## src/rtl/fetch_stage_pkg.sv

```systemverilog
// rtl/fetch_stage_pkg.sv - shared pipeline constants (opcodes, NOP, register indices) for fetch/decode/execute
package fetch_stage_pkg;

    localparam logic [31:0] NOP_INSN = 32'h0000_0000;

    localparam logic [4:0] OP_ALU = 5'b00000;
    localparam logic [4:0] OP_J   = 5'b00001;
    localparam logic [4:0] OP_BNE = 5'b00010;
    localparam logic [4:0] OP_JAL = 5'b00011;
    localparam logic [4:0] OP_JR  = 5'b00100;
    localparam logic [4:0] OP_BLT = 5'b00110;
    localparam logic [4:0] OP_BEX = 5'b10110;

    localparam logic [4:0] R_STATUS = 5'd30;
    localparam logic [4:0] R_31     = 5'd31;

    // Unsigned increment; wraps from all-ones to zero with no carry out.
    function automatic logic [31:0] pc_inc(input logic [31:0] pc);
        return pc + 32'd1;
    endfunction

endpackage

```

## src/rtl/fetch_stage_pc_reg.sv

```systemverilog
// rtl/fetch_stage_pc_reg.sv - 32-bit register with write enable and async active-low clear to RESET_VAL
module pc_reg #(
    parameter logic [31:0] RESET_VAL = 32'd0
) (
    input  logic        clock_i,
    input  logic        reset_i,
    input  logic        en_i,
    input  logic [31:0] d_i,
    output logic [31:0] q_o
);

    logic [31:0] val_q;

    always_ff @(posedge clock_i or negedge reset_i) begin
        if (!reset_i) begin
            val_q <= RESET_VAL;
        end else if (en_i) begin
            val_q <= d_i;
        end
    end

    assign q_o = val_q;

endmodule

```

## src/rtl/fetch_stage.sv

```systemverilog
// rtl/fetch_stage.sv - PC, instruction fetch and F/D latch with decode/execute redirect squash
// Optional FETCH_PERF_EN adds perf_fetched/perf_squashed counters.
module fetch_stage
    import fetch_stage_pkg::*;
#(
    parameter logic [31:0] RESET_PC        = 32'd0,
    parameter int          IMEM_ADDR_WIDTH = 12,
    parameter logic [31:0] NOP             = NOP_INSN
) (
    input  logic                       clock,
    input  logic                       reset,
    output logic [IMEM_ADDR_WIDTH-1:0] address_imem,
    input  logic [31:0]                q_imem,
    input  logic                       stall,
    input  logic                       dec_branch_taken,
    input  logic [31:0]                dec_PC_branch,
    input  logic                       exe_redirect,
    input  logic [31:0]                exe_PC_branch,
    output logic [31:0]                fd_instruction,
    output logic [31:0]                fd_PC_updated,
    output logic                       fd_valid,
`ifdef FETCH_PERF_EN
    output logic [31:0]                perf_fetched,
    output logic [31:0]                perf_squashed,
`endif
    output logic [31:0]                pc_out
);

    logic [31:0] pc_q, pc_d, pc_plus1;
    logic [31:0] fd_insn_d, fd_pcu_d;
    logic        fd_valid_q;
    logic        dec_take, squash, advance, fetch;

    assign pc_plus1 = pc_inc(pc_q);
    assign dec_take = dec_branch_taken & fd_valid_q & ~stall;
    assign squash   = exe_redirect | dec_take;
    assign fetch    = ~squash & ~stall;
    // Execute redirect overrides stall, so the pipeline advances on any squash.
    assign advance  = squash | ~stall;

    always_comb begin
        pc_d      = pc_plus1;
        fd_insn_d = q_imem;
        fd_pcu_d  = pc_plus1;
        if (exe_redirect) begin
            pc_d = exe_PC_branch;
        end else if (dec_take) begin
            pc_d = dec_PC_branch;
        end
        if (squash) begin
            fd_insn_d = NOP;
            fd_pcu_d  = 32'd0;
        end
    end

    pc_reg #(.RESET_VAL(RESET_PC)) u_pc (
        .clock_i(clock), .reset_i(reset), .en_i(advance), .d_i(pc_d), .q_o(pc_q)
    );

    pc_reg #(.RESET_VAL(NOP)) u_fd_insn (
        .clock_i(clock), .reset_i(reset), .en_i(advance), .d_i(fd_insn_d), .q_o(fd_instruction)
    );

    pc_reg #(.RESET_VAL(32'd0)) u_fd_pcu (
        .clock_i(clock), .reset_i(reset), .en_i(advance), .d_i(fd_pcu_d), .q_o(fd_PC_updated)
    );

    always_ff @(posedge clock or negedge reset) begin
        if (!reset) begin
            fd_valid_q <= 1'b0;
        end else if (advance) begin
            fd_valid_q <= fetch;
        end
    end

`ifdef FETCH_PERF_EN
    logic [31:0] perf_fetched_q, perf_squashed_q;

    always_ff @(posedge clock or negedge reset) begin
        if (!reset) begin
            perf_fetched_q  <= 32'd0;
            perf_squashed_q <= 32'd0;
        end else begin
            if (fetch) begin
                perf_fetched_q <= perf_fetched_q + 32'd1;
            end
            if (squash && fd_valid_q) begin
                perf_squashed_q <= perf_squashed_q + 32'd1;
            end
        end
    end

    assign perf_fetched  = perf_fetched_q;
    assign perf_squashed = perf_squashed_q;
`endif

    assign fd_valid     = fd_valid_q;
    assign pc_out       = pc_q;
    assign address_imem = pc_q[IMEM_ADDR_WIDTH-1:0];

endmodule
```

## config.mk

```make
export PLATFORM = sky130hd
export DESIGN_NAME = fetch_stage
export DESIGN_NICKNAME = d
export VERILOG_FILES = /design/src/rtl/fetch_stage_pkg.sv /design/src/rtl/fetch_stage_pc_reg.sv /design/src/rtl/fetch_stage.sv
export SDC_FILE = /design/constraint.sdc
export NUM_CORES = 1
export LEC_CHECK = 0
export BUFFER_PORTS_ARGS = -buffer_cell sky130_fd_sc_hd__buf_2
export CAP_MARGIN = 20
export CORE_MARGIN = 5
export CORE_UTILIZATION = 49
export CTS_CLUSTER_SIZE = 28
export DETAILED_ROUTE_END_ITERATION = 8
export PLACE_DENSITY = 0.8
export SLEW_MARGIN = 20
export SYNTH_ARGS = -nofsm -noshare
export SYNTH_HDL_FRONTEND = slang
export SYNTH_SLANG_ARGS = --single-unit
```

## constraint.sdc

```tcl
create_clock -name clock -period 2.95 [get_ports clock]
set_clock_uncertainty 0.1 [all_clocks]
set_input_delay 0.295 -clock clock [delete_from_list [all_inputs] [get_ports clock]]
set_output_delay 0.295 -clock clock [all_outputs]
set_load 0.01 [all_outputs]
```

## Word level (Yosys, flattened, before mapping)

Index checks and enable logic that the tools add are counted.

| cells by class | value |
|---|---|
| add/subtract/negate cells | 1 |
| $mul | 0 |
| div/mod/pow operators | 0 |
| order comparisons | 0 |
| eq/ne operators | 0 |
| shift operators | 0 |
| mux-type cells | 4 |
| bitwise gates (word level) | 7 |
| reductions and logical operators | 0 |

Operators with widths:

| operator | count |
|---|---|
| $mux 32 | 4 |
| $add 32x1->32 const B | 1 |
| $and 1x1->1 | 3 |
| $not 1->1 | 2 |
| $or 1x1->1 | 2 |

| word-level totals | value |
|---|---|
| flip-flop bits (word level) | 97 |
| latch bits | 0 |
| bits in writable memories | 0 |
| memory bits (read-only) | 0 |
| output and inout bits | 109 |
| word-level logic and storage cells | 16 |
| memories | 0 |

## Longest topological paths before layout

Gate-level depths: netlist of run 1.

| depth | value |
|---|---|
| depth in word-level cells | 5 |
| depth in mapped cells | 8 |
| gate-level depth less buffers | 6 |

## Hierarchy

A second synthesis of run 1 with hierarchy kept.

| second synthesis, totals | value |
|---|---|
| cells, all modules | 494 |
| area total of the unflattened synthesis | 5785.5 um2 |

By module, submodules not included:

| module | instances | cells each | area each (um2) | sequential area each (um2) |
|---|---|---|---|---|
| pc_reg | 3 | 68 | 1345.0 | 800.8 |
| fetch_stage | 1 | 290 | 1750.4 | 25.0 |

## Worst setup path before layout of run 1

Ideal clock, no wire load.

| timing | value |
|---|---|
| kind | reg-to-reg |
| from | register u_pc.val_q[0], in the netlist u_pc.q_o[0] |
| to | register u_fd_pcu.val_q[28], in the netlist u_fd_pcu.q_o[28] |
| library setup time | 65 ps |
| arrival time | 2138 ps |
| path slack | 647 ps |
| stages on the path, launching flop included | 8 |
| buffers on the path | 1 |
| cell sequence | dfrtp_1 > ha_1 > nand3_4 > or4_1 > buf_2 > nor4_4 > mux2i_1 > o211a_1 |

| on the way | value |
|---|---|
| word-level cells in the longest chain between the ends | 2 |

Ends and longest elaborated chain:

| what | line | text |
|---|---|---|
| start, declared | fetch_stage_pc_reg.sv:12 | `logic [31:0] val_q;` |
| start signal, assigned | fetch_stage_pc_reg.sv:18 | `val_q <= d_i;` |
| $add 32x1->32 | fetch_stage_pkg.sv:19 | `return pc + 32'd1;` |
| $mux 32 | fetch_stage.sv:50 | `if (squash) begin` |
| end signal, assigned | fetch_stage_pc_reg.sv:18 |  |
| end, declared | fetch_stage_pc_reg.sv:12 |  |

Every way passes these cells.
A chain may end at the register's enable or synchronous reset.

## Final worst setup path of run 1

Ends and elaborated chain as after synthesis.

==> summary.md, run 1 <==
| Metric | Value |
|---|---|
| Status | finished clean |
| Grt ovf | 0 |
| RSZ-0062 raised after global routing | false |
| Layout area overhead | 24.4% |
| Die area | 0.0131 mm2 |
| Seq/Total Area, Yosys | 45.3% |
| Leak Pwr | 0.00336 uW |
| Main synth FF type | dfrtp_1 |
| Via count of the first global-routing pass | between 5000 and 6000 |
| Drt drc | 0 |
| FP Rows | 38 |
| Post-CTS Resized | 0 |
| CP max stage cell | or4_1 |
| Worst VDD drop | between 0.0002 and 0.00025 V |
| Post-synth EDFFs | 0 |
| Drt initial violations | roughly 480 |
| Layout cell share with drive strength beyond 1 | 32.7% |
| Worst hold-check path type | in2reg |
| Setup TNS | 0 ns |
| Initial antenna violation count | 2 |
| Post-Synthesis Cell Area | 0.00536 mm2 |
| CP arrival | 2.74 ns |
| Final ANT Viol Nets | 0 |
| Design Area, Final | ~0.0067 mm2 |
| Clk sink count | 97 |
| Commonest non-fill, non-tap cell in the layout | buf_2 |
| Clock tree from TritonCTS | done |
| Avg Inst Size Synth | 9.13 um2 |
| First-pass GRT wire length | 27.2 mm |
| Final setup violation count | 0 |
| Most frequent cells in the layout | buf_2 (208), dfrtp_1 (97), a21oi_1 (78), nor2_1 (53), o21ai_0 (53) |
| Crit path kind | reg2reg |
| Chain of cells forming the critical path | ha_1 -> nand3_4 -> or4_1 -> nor4_4 -> mux2i_1 -> o211a_1 |
| Post-synthesis cell count | 587 |
| Asr flop ratio synth | 100% |
| Routed wire length | about 17 mm |
| Dpl hpwl | 13.0 mm |
| Fin. max-slew vios | 0 |
| CP endpoint kind | flip-flop |
| Clock slew at reported path FFs | 0.10 ns |
| Die Y | 115 um |
| GRT Total Usage | about a quarter |
| CTS buffer count | 9 |
| Synth Register Bits | 97 |
| Max H-tree Level | 3 |
| GP Congestion | 0.934 |
| Routed len/inst | 19.0 um |
| Max Cap Viol | 0 |
| Synth Net Count | 689 |
| Post-DP Area | 0.00641 mm2 |
| Design Power | 3470 uW |
| Final min period | about 2.5 ns |
| Vias per std cell | 5.83 |
| Endpoints failing hold | 0 |
| Die W | 115 um |
| Rel. slew slack | 42.5% |
| Clock root cell | clkbuf_8 |
| Fmax | 397 MHz |
| Total of warnings raised by yosys | 0 |
| Crit path max fanout | 9 |
| Pwr per Cell Area | around 520 mW/mm2 |
| ANT cells | 0 |
| Largest net degree at the start of global routing | 51 |
| Worst Max-Slew Pin Slew | between 0.8 and 0.9 ns |
| Core ar. | 0.0108 mm2 |
| Starting Density | 49.6% |
| TritonRoute pass-1 iters | 5 |
| Max incr delay on CP | 0.69 ns |
| Routed vias | 5332 |
| Startpoint Class | flip-flop |
| Synth cell types | 55 |
| Fin crit share | 85.5% |
| Hold Slack | 0.0549 ns |
| Clock latency on the worst-skew pair | 0.37 ns |
| CP Data Required Time | 3.17 ns |
| NumNets Final | 871 |
| Clock tree buffer depth | 2 |
| IO buf count | 209 |
| Number of top-level pins | 210 |
[worst paths after layout]
path	end	depth (start not counted)	startpoint	slack, ns
max in group asynchronous	u_pc.q_o[4]$_DFFE_PN0P_	3	reset	1.65
min in group asynchronous	u_fd_pcu.q_o[19]$_DFFE_PN0P_	2	reset	0.37
worst min register to register	u_fd_pcu.q_o[31]$_DFFE_PN0P_	2	u_fd_pcu.q_o[31]$_DFFE_PN0P_	0.39
worst max register to register	u_fd_pcu.q_o[28]$_DFFE_PN0P_	6	u_pc.q_o[0]$_DFFE_PN0P_	0.43
worst max-delay path	u_fd_pcu.q_o[28]$_DFFE_PN0P_	6	u_pc.q_o[0]$_DFFE_PN0P_	0.43
worst min-delay path	u_pc.q_o[1]$_DFFE_PN0P_	3	exe_PC_branch[1]	0.05
[kinds of logic (layout without fill, tap and decap cells)]
group	after synthesis	count (layout)	synth area share, %
XOR/XNOR	27	27	4.41
flip-flops	97	97	45.3
adder cells (fa/ha/maj)	1	1	0.234
multiplexers	37	37	6.91
AO/OA/AOI/OAI	181	181	19.6
buffers and inverters	76	263	6.98
AND/OR/NAND/NOR	168	168	16.5
[sequential cells by signal (all words and copies together) (netlist names)]
signal and cells:
u_pc.q_o 32, u_fd_insn.q_o 32, fd_valid 1, u_fd_pcu.q_o 32
[routing by layer]
layer  global-route usage [%]  wire length [um]  up-vias
met1                     33.9              6890     2554
met2                     42.5              8120      296
met4                     8.31               343        4
met3                     7.61              1980       31
met5                        0                34        -
li1                         -                 -     2447
[area by class of cell]
cell class,instances,area [um2]
multi-input cells,414,2560
well taps,140,175
clock inverters,5,103
clock buffers,11,141
fillers,918,4130
repair buffers,223,1170
flip-flops and latches,97,2430
inverters,24,90.1
[critical path: cells and delay by family (launching register included)]
kind                       cells  cell delay (ns)
and+or+nand+nor                3             1.17
DFF                            1             0.50
adders and majority gates      1             0.31
muxes                          1             0.24
AOI/OAI and AO/OA              1             0.16
[through the flow]
step	instances	worst slack [ns]	util, %
5_1_grt	914	0.283	61.8
2_1_floorplan	587	0.647	-
3_5_place_dp	897	0.459	59.4
3_3_place_gp	897	0.575	59.4
6_report	914	0.428	61.8
4_1_cts	914	0.430	61.8
[report_power, final]
part | switching, uW | total (uW) | internal [uW]
combinational | 450 | 782 | 333
clock | 484 | 1070 | 586
sequential | 170 | 1620 | 1450
total | 1100 | 3470 | 2370
[cells in the mapped netlist (6+ instances only)]
master	instances	share of area [%]
nand4_1	11	1.3
nor4_1	7	0.82
nand3_1	16	1.5
buf_1	8	0.56
o21a_1	6	0.84
nor3_1	16	1.5
a21oi_1	79	7.4
xor2_1	6	0.98
o21ai_0	53	5.0
nand2_1	33	2.3
clkbuf_1	23	1.6
nor2_1	53	3.7
xnor2_1	21	3.4
inv_1	24	1.7
a2bb2oi_1	7	1.1
mux2i_1	37	6.9
buf_4	14	2.0
dfrtp_1	97	45
[timing repair]
action / CTS / global route
endpoints found under the hold margin: 47 / 0
setup buffers: 0 / 0
hold buffers: 1 / 0
setup endpoints to repair: 0 / 0
No activity file was read; power rests on OpenSTA's default activity.
==> run 2, diff against run 1 <==
--- a/config.mk
+++ b/config.mk
@@ -11,6 +11,7 @@
 export CORE_UTILIZATION = 49
 export CTS_CLUSTER_SIZE = 28
 export DETAILED_ROUTE_END_ITERATION = 8
+export HOLD_SLACK_MARGIN = 0.15
 export PLACE_DENSITY = 0.8
 export SLEW_MARGIN = 20
 export SYNTH_ARGS = -nofsm -noshare
==> run 2 against run 1 <==
  * Sequential cell count unchanged
  * Global-route usage increased by 1.8 points
  * Critical path depth unchanged
  * Critical path type unchanged
  * Fmax is 9.4% lower
  * Cell count rose by 5.6%
  * Final area is 7.6% higher
  * Setup slack worse by 0.26 ns
  * Clock power about the same
  * First-iteration DRC count decreased by 5.4%
  * Combinational power is 8.1% higher
==> summary.md, run 2 (synthesis gave the netlist of run 1 again) <==
| Metric | Value |
|---|---|
| Hold Slack | 0.163 ns |
| Final setup violation count | 0 |
| Number of top-level pins | 210 |
| Dpl hpwl | 13.0 mm |
| Pwr per Cell Area | 493 mW/mm2 |
| Grt ovf | 0 |
| Final ANT Viol Nets | 0 |
| Status | finished clean |
| Via count of the first global-routing pass | 5551 |
| Commonest non-fill, non-tap cell in the layout | buf_2 |
| Worst r2r path cells | 6 |
| Max Cap Viol | 0 |
| Clock tree from TritonCTS | done |
| ANT cells | 0 |
| Max H-tree Level | 3 |
| Endpoints failing hold | 0 |
| TritonRoute pass-1 iters | 5 |
| Clock tree buffer depth | 2 |
| Layout cell share with drive strength beyond 1 | 31.0% |
| Drt drc | 0 |
| CP arrival | a little under 3 ns |
| RSZ-0062 raised after global routing | false |
| Most frequent cells in the layout | buf_2 (208), dfrtp_1 (96), a21oi_1 (78), nor2_1 (53), o21ai_0 (53) |
| Setup TNS | 0 ns |
| CTS buffer count | 9 |
| Routed wire length | 18.6 mm |
| Fin. max-slew vios | 0 |
| Clock latency on the worst-skew pair | 0.37 ns |
| Core ar. | 0.0108 mm2 |
| IO buf count | 209 |
| Design Power | between 3000 and 4000 uW |
| Crit path kind | reg2reg |
| Die area | 0.0131 mm2 |
| Drt initial violations | about 460 |
| Leak Pwr | 0.00357 uW |
| Crit path max fanout | 10 |
| NumNets Final | between 900 and 1000 |
| Clk sink count | 97 |
| WHS Path Cells | 3 |
| Rel. slew slack | 41.8% |
| Starting Density | 49.6% |
| Die W | 115 um |
| Routed vias | 5588 |
| Layout area overhead | 33.9% |
| Setup crit start | u_pc.q_o[7]$_DFFE_PN0P_ |
| Reg-to-reg endpoint | u_pc.q_o[29]$_DFFE_PN0P_ |
| Hold Path Origin | exe_PC_branch[9] |
| Clock root cell | clkbuf_8 |
| Fin crit share | 94.4% |
| Startpoint Class | flip-flop |
| Initial antenna violation count | 2 |
| CP endpoint kind | flip-flop |
| Worst Max-Slew Pin Slew | slightly below 0.9 ns |
| Die Y | 115 um |
| GRT Total Usage | 28.0% |
| First-pass GRT wire length | 29.1 mm |
| Worst hold-check path type | in2reg |
| Fmax | 359 MHz |
| Vias per std cell | 5.79 |
| FP Rows | 38 |
| Largest net degree at the start of global routing | 51 |
| CP Data Required Time | 3.10 ns |
| R2R setup slack | between 0.15 and 0.2 ns |
| Filler cell count | 840 |
| Worst VDD drop | 0.000246 V |
| Final min period | 2.78 ns |
| Reg2reg start | u_pc.q_o[7]$_DFFE_PN0P_ |
| Clock slew at reported path FFs | 0.09 ns |
| Routed len/inst | 19.2 um |
| WHS Endpoint | u_pc.q_o[9]$_DFFE_PN0P_ |
| GP Congestion | a little over 0.9 |
-- run 2: what timing repair did --
action,CTS,global route
gates resized for setup,0,1
setup buffers,0,2
hold buffers,50,0
setup endpoints to repair,0,1
endpoints found under the hold margin,92,0
-- run 2: how the worst max path moves through the flow --
stage / end / slack (ns) / cells past startpoint
6_report: u_pc.q_o[29]$_DFFE_PN0P_ / 0.17 / 6
4_1_cts: u_pc.q_o[29]$_DFFE_PN0P_ / 0.11 / 6
3_3_place_gp: u_fd_pcu.q_o[28]$_DFFE_PN0P_ / 0.58 / 6
3_5_place_dp: u_fd_pcu.q_o[28]$_DFFE_PN0P_ / 0.46 / 6
5_1_grt: u_pc.q_o[29]$_DFFE_PN0P_ / 0.01 / 6
2_1_floorplan: u_fd_pcu.q_o[28]$_DFFE_PN0P_ / 0.65 / 7
-- run 2: metal layers --
metal  part of all wire [%]  track usage (%)  up-vias
li1                       -                -     2544
met1                     39             35.7     2648
met2                     47             45.4      351
met3                     12             8.51       41
met4                    2.3             9.74        4
met5                   0.18                0        -
-- run 2: cell type report --
class	instances	area (um2)	share of cell area, %
clock buffers	11	141	1.97
clock inverters	5	103	1.43
inverters	24	90.1	1.26
multi-input cells	414	2560	35.7
flip-flops and latches	97	2430	33.9
well taps	140	175	2.44
repair buffers	274	1670	23.3
-- run 2: critical path, stage by stage, from the launching register on --
cell and delay (ns):
dfrtp_1 0.52, nand4_2 0.30, or3_4 0.50, nor4_1 0.38, xnor2_1 0.21, a21oi_1 0.10, dlygate4sd3_1 0.56
-- run 2: stage by stage --
step | utilization (%) | instance area (um2) | setup WS [ns] | std cells
4_1_cts | 66.3 | 7160 | 0.114 | 963
5_1_grt | 66.5 | 7170 | 0.0110 | 965
6_report | 66.5 | 7170 | 0.166 | 965
3_5_place_dp | 59.4 | 6410 | 0.459 | 897
3_3_place_gp | 59.4 | 6410 | 0.575 | 897
2_1_floorplan | - | 5360 | 0.647 | 587
-- run 2: where the power goes --
| group | switching (uW) | total, uW | internal [uW] |
|---|---|---|---|
| logic | 467 | 845 | 378 |
| registers | 171 | 1620 | 1450 |
| clock network | 485 | 1070 | 586 |
| total | 1120 | 3540 | 2420 |
==> run 3, diff against run 2 <==
--- a/config.mk
+++ b/config.mk
@@ -12,7 +12,7 @@
 export CTS_CLUSTER_SIZE = 28
 export DETAILED_ROUTE_END_ITERATION = 8
 export HOLD_SLACK_MARGIN = 0.15
-export PLACE_DENSITY = 0.8
+export PLACE_DENSITY = 0.82
 export SLEW_MARGIN = 20
 export SYNTH_ARGS = -nofsm -noshare
 export SYNTH_HDL_FRONTEND = slang
==> run 3 against run 2 <==
  * Fmax grew 0.47%
  * Via count shrank 0.43%
  * Final area shrank 0.72%
  * Total power shrank 5.6%
  * Non-clock buffer count shrank 2
  * Global-route usage shrank 0.33 points
  * Critical path depth is the same
  * Sequential power is essentially flat
  * First-iteration DRC count shrank 19%
  * Critical path type unchanged
==> summary.md, run 3 (synthesis gave the netlist of run 1 again) <==
| Metric | Value |
|---|---|
| Status | finished clean |
| Post-DP Area | between 0.006 and 0.007 mm2 |
| Drt initial violations | 370 |
| Commonest non-fill, non-tap cell in the layout | buf_2 |
| WHS Endpoint | u_pc.q_o[2]$_DFFE_PN0P_ |
| Number of top-level pins | 210 |
| Startpoint Class | flip-flop |
| WHS Path Cells | 3 |
| Reg2reg start | u_pc.q_o[4]$_DFFE_PN0P_ |
| Drt drc | 0 |
| Hold Path Origin | exe_PC_branch[2] |
| Max H-tree Level | 3 |
| Max Cap Viol | 0 |
| Setup slack after layout | 0.179 ns |
| First-pass GRT wire length | 28.6 mm |
| CP arrival | 2.92 ns |
| Clock slew at reported path FFs | 0.10 ns |
| Layout Cells excl Fill | slightly below 1000 |
| Design Power | roughly 3300 uW |
| Final ANT Viol Nets | 0 |
| Fin crit share | a little over nine tenths |
| Crit path max fanout | 10 |
| Fin. max-slew vios | 0 |
| CP Data Required Time | a little over 3 ns |
| TritonRoute pass-1 iters | 5 |
| Dpl cells | 895 |
| Vias per std cell | 5.78 |
| CTS buffer count | 9 |
| Final min period | 2.77 ns |
| Die area | 0.0131 mm2 |
| Layout cell share with drive strength beyond 1 | 30.6% |
| Leak Pwr | 0.00353 uW |
| Met3 Use GR | 7.77% |
| Worst hold-check path type | in2reg |
| Crit path kind | reg2reg |
| Worst r2r path cells | 6 |
| Most frequent cells in the layout | buf_2 (208), dfrtp_1 (95), a21oi_1 (78), nor2_1 (53), o21ai_0 (53) |
| Worst VDD drop | 0.000261 V |
| Routed len/inst | ~19 um |
| Place WS | roughly 0.51 ns |
| Clock latency on the worst-skew pair | 0.37 ns |
| Layout area overhead | 32.9% |
| Grt peak-use layer | met2 |
| FF/Latch Area | 0.00243 mm2 |
| Largest net degree at the start of global routing | 55 |
| Filler cell count | a little under 900 |
| GRT Total Usage | 27.7% |
| Area of the multi-input gates | approximately 0.0026 mm2 |
| Grt ovf | 0 |
| Clock tree from TritonCTS | done |
| Clk sink count | 97 |
| Routed vias | 5564 |
| IO buf count | 209 |
| Clock root cell | clkbuf_8 |
| Clock tree buffer depth | 2 |
| R2R setup slack | 0.18 ns |
| Setup TNS | 0 ns |
| Worst Max-Slew Pin Slew | 0.751 ns |
| Via count of the first global-routing pass | 5618 |
| Reg-to-reg endpoint | u_pc.q_o[29]$_DFFE_PN0P_ |
| Pwr per Cell Area | ~470 mW/mm2 |
| Endpoints failing hold | 0 |
| Rel. slew slack | 49.9% |
| Die W | between 100 and 150 um |
| RSZ-0062 raised after global routing | false |
| Initial antenna violation count | 1 |
| Fmax | 361 MHz |
| Final setup violation count | 0 |
| Design Area, Final | between 0.007 and 0.008 mm2 |
| NumNets Final | 920 |
| CP endpoint kind | flip-flop |
| Core ar. | 0.0108 mm2 |
| Die Y | 115 um |
| Dpl hpwl | about 13 mm |
| FP Rows | 38 |
| Routed wire length | about 18 mm |
| Met2 usage in global routing | ~44% |
| ANT cells | 0 |
| GP Congestion | just under 0.9 |
| GRT met1 Usage | approximately a third |
| Starting Density | between 40% and 50% |
## run 3: worst max-delay path by stage
| stage | cells past startpoint | start | endpoint |
|---|---|---|---|
| finish | 6 | u_pc.q_o[4]$_DFFE_PN0P_ | u_pc.q_o[29]$_DFFE_PN0P_ |
| global route | 6 | u_pc.q_o[0]$_DFFE_PN0P_ | u_pc.q_o[29]$_DFFE_PN0P_ |
| CTS | 6 | u_pc.q_o[2]$_DFFE_PN0P_ | u_pc.q_o[29]$_DFFE_PN0P_ |
| detailed placement | 6 | u_pc.q_o[0]$_DFFE_PN0P_ | u_fd_pcu.q_o[28]$_DFFE_PN0P_ |
| global placement | 6 | u_pc.q_o[0]$_DFFE_PN0P_ | u_fd_pcu.q_o[28]$_DFFE_PN0P_ |
| floorplan | 7 | u_pc.q_o[0]$_DFFE_PN0P_ | u_fd_pcu.q_o[28]$_DFFE_PN0P_ |
## run 3: cell type report
class	instances	share of cell area, %
Clock buffer	13	2.09
Clock inverter	3	0.562
Multi-Input combinational cell	414	36.1
Inverter	24	1.27
Tap cell	140	2.46
Timing Repair Buffer	272	23.4
Sequential cell	97	34.1
## run 3: where the power goes
| group | internal, uW | switching (uW) | total (uW) |
|---|---|---|---|
| logic | 377 | 458 | 835 |
| clock network | 415 | 465 | 880 |
| registers | 1450 | 172 | 1630 |
## run 3: layer usage
metal  part of all wire [%]  vias to the layer above
met1                     39                     2633
met4                    2.7                        2
met5                  0.060                        -
met2                     47                      332
met3                     11                       46
li1                       -                     2551
## run 3: through the flow
stage / hold slack [ns] / utilization, %
after CTS: 0.155 / 65.8
after global placement: 0.231 / 59.3
after detailed placement: 0.236 / 59.3
after global routing: 0.163 / 66.0
final: 0.177 / 66.0
after floorplan: -0.101 / -
## run 3: what timing repair did
item	CTS	global route
endpoints found under the setup margin	0	3
hold buffers	52	0
setup buffers	0	0
hold endpoints to repair	88	0
gates resized for setup	0	4
## run 3: worst max-delay path: stages, from the launching register on
cell           delay, ns
dfrtp_1             0.55
nand4_2             0.29
or3_4               0.49
nor4_2              0.39
xnor2_1             0.19
a21oi_1             0.09
dlygate4sd3_1       0.56
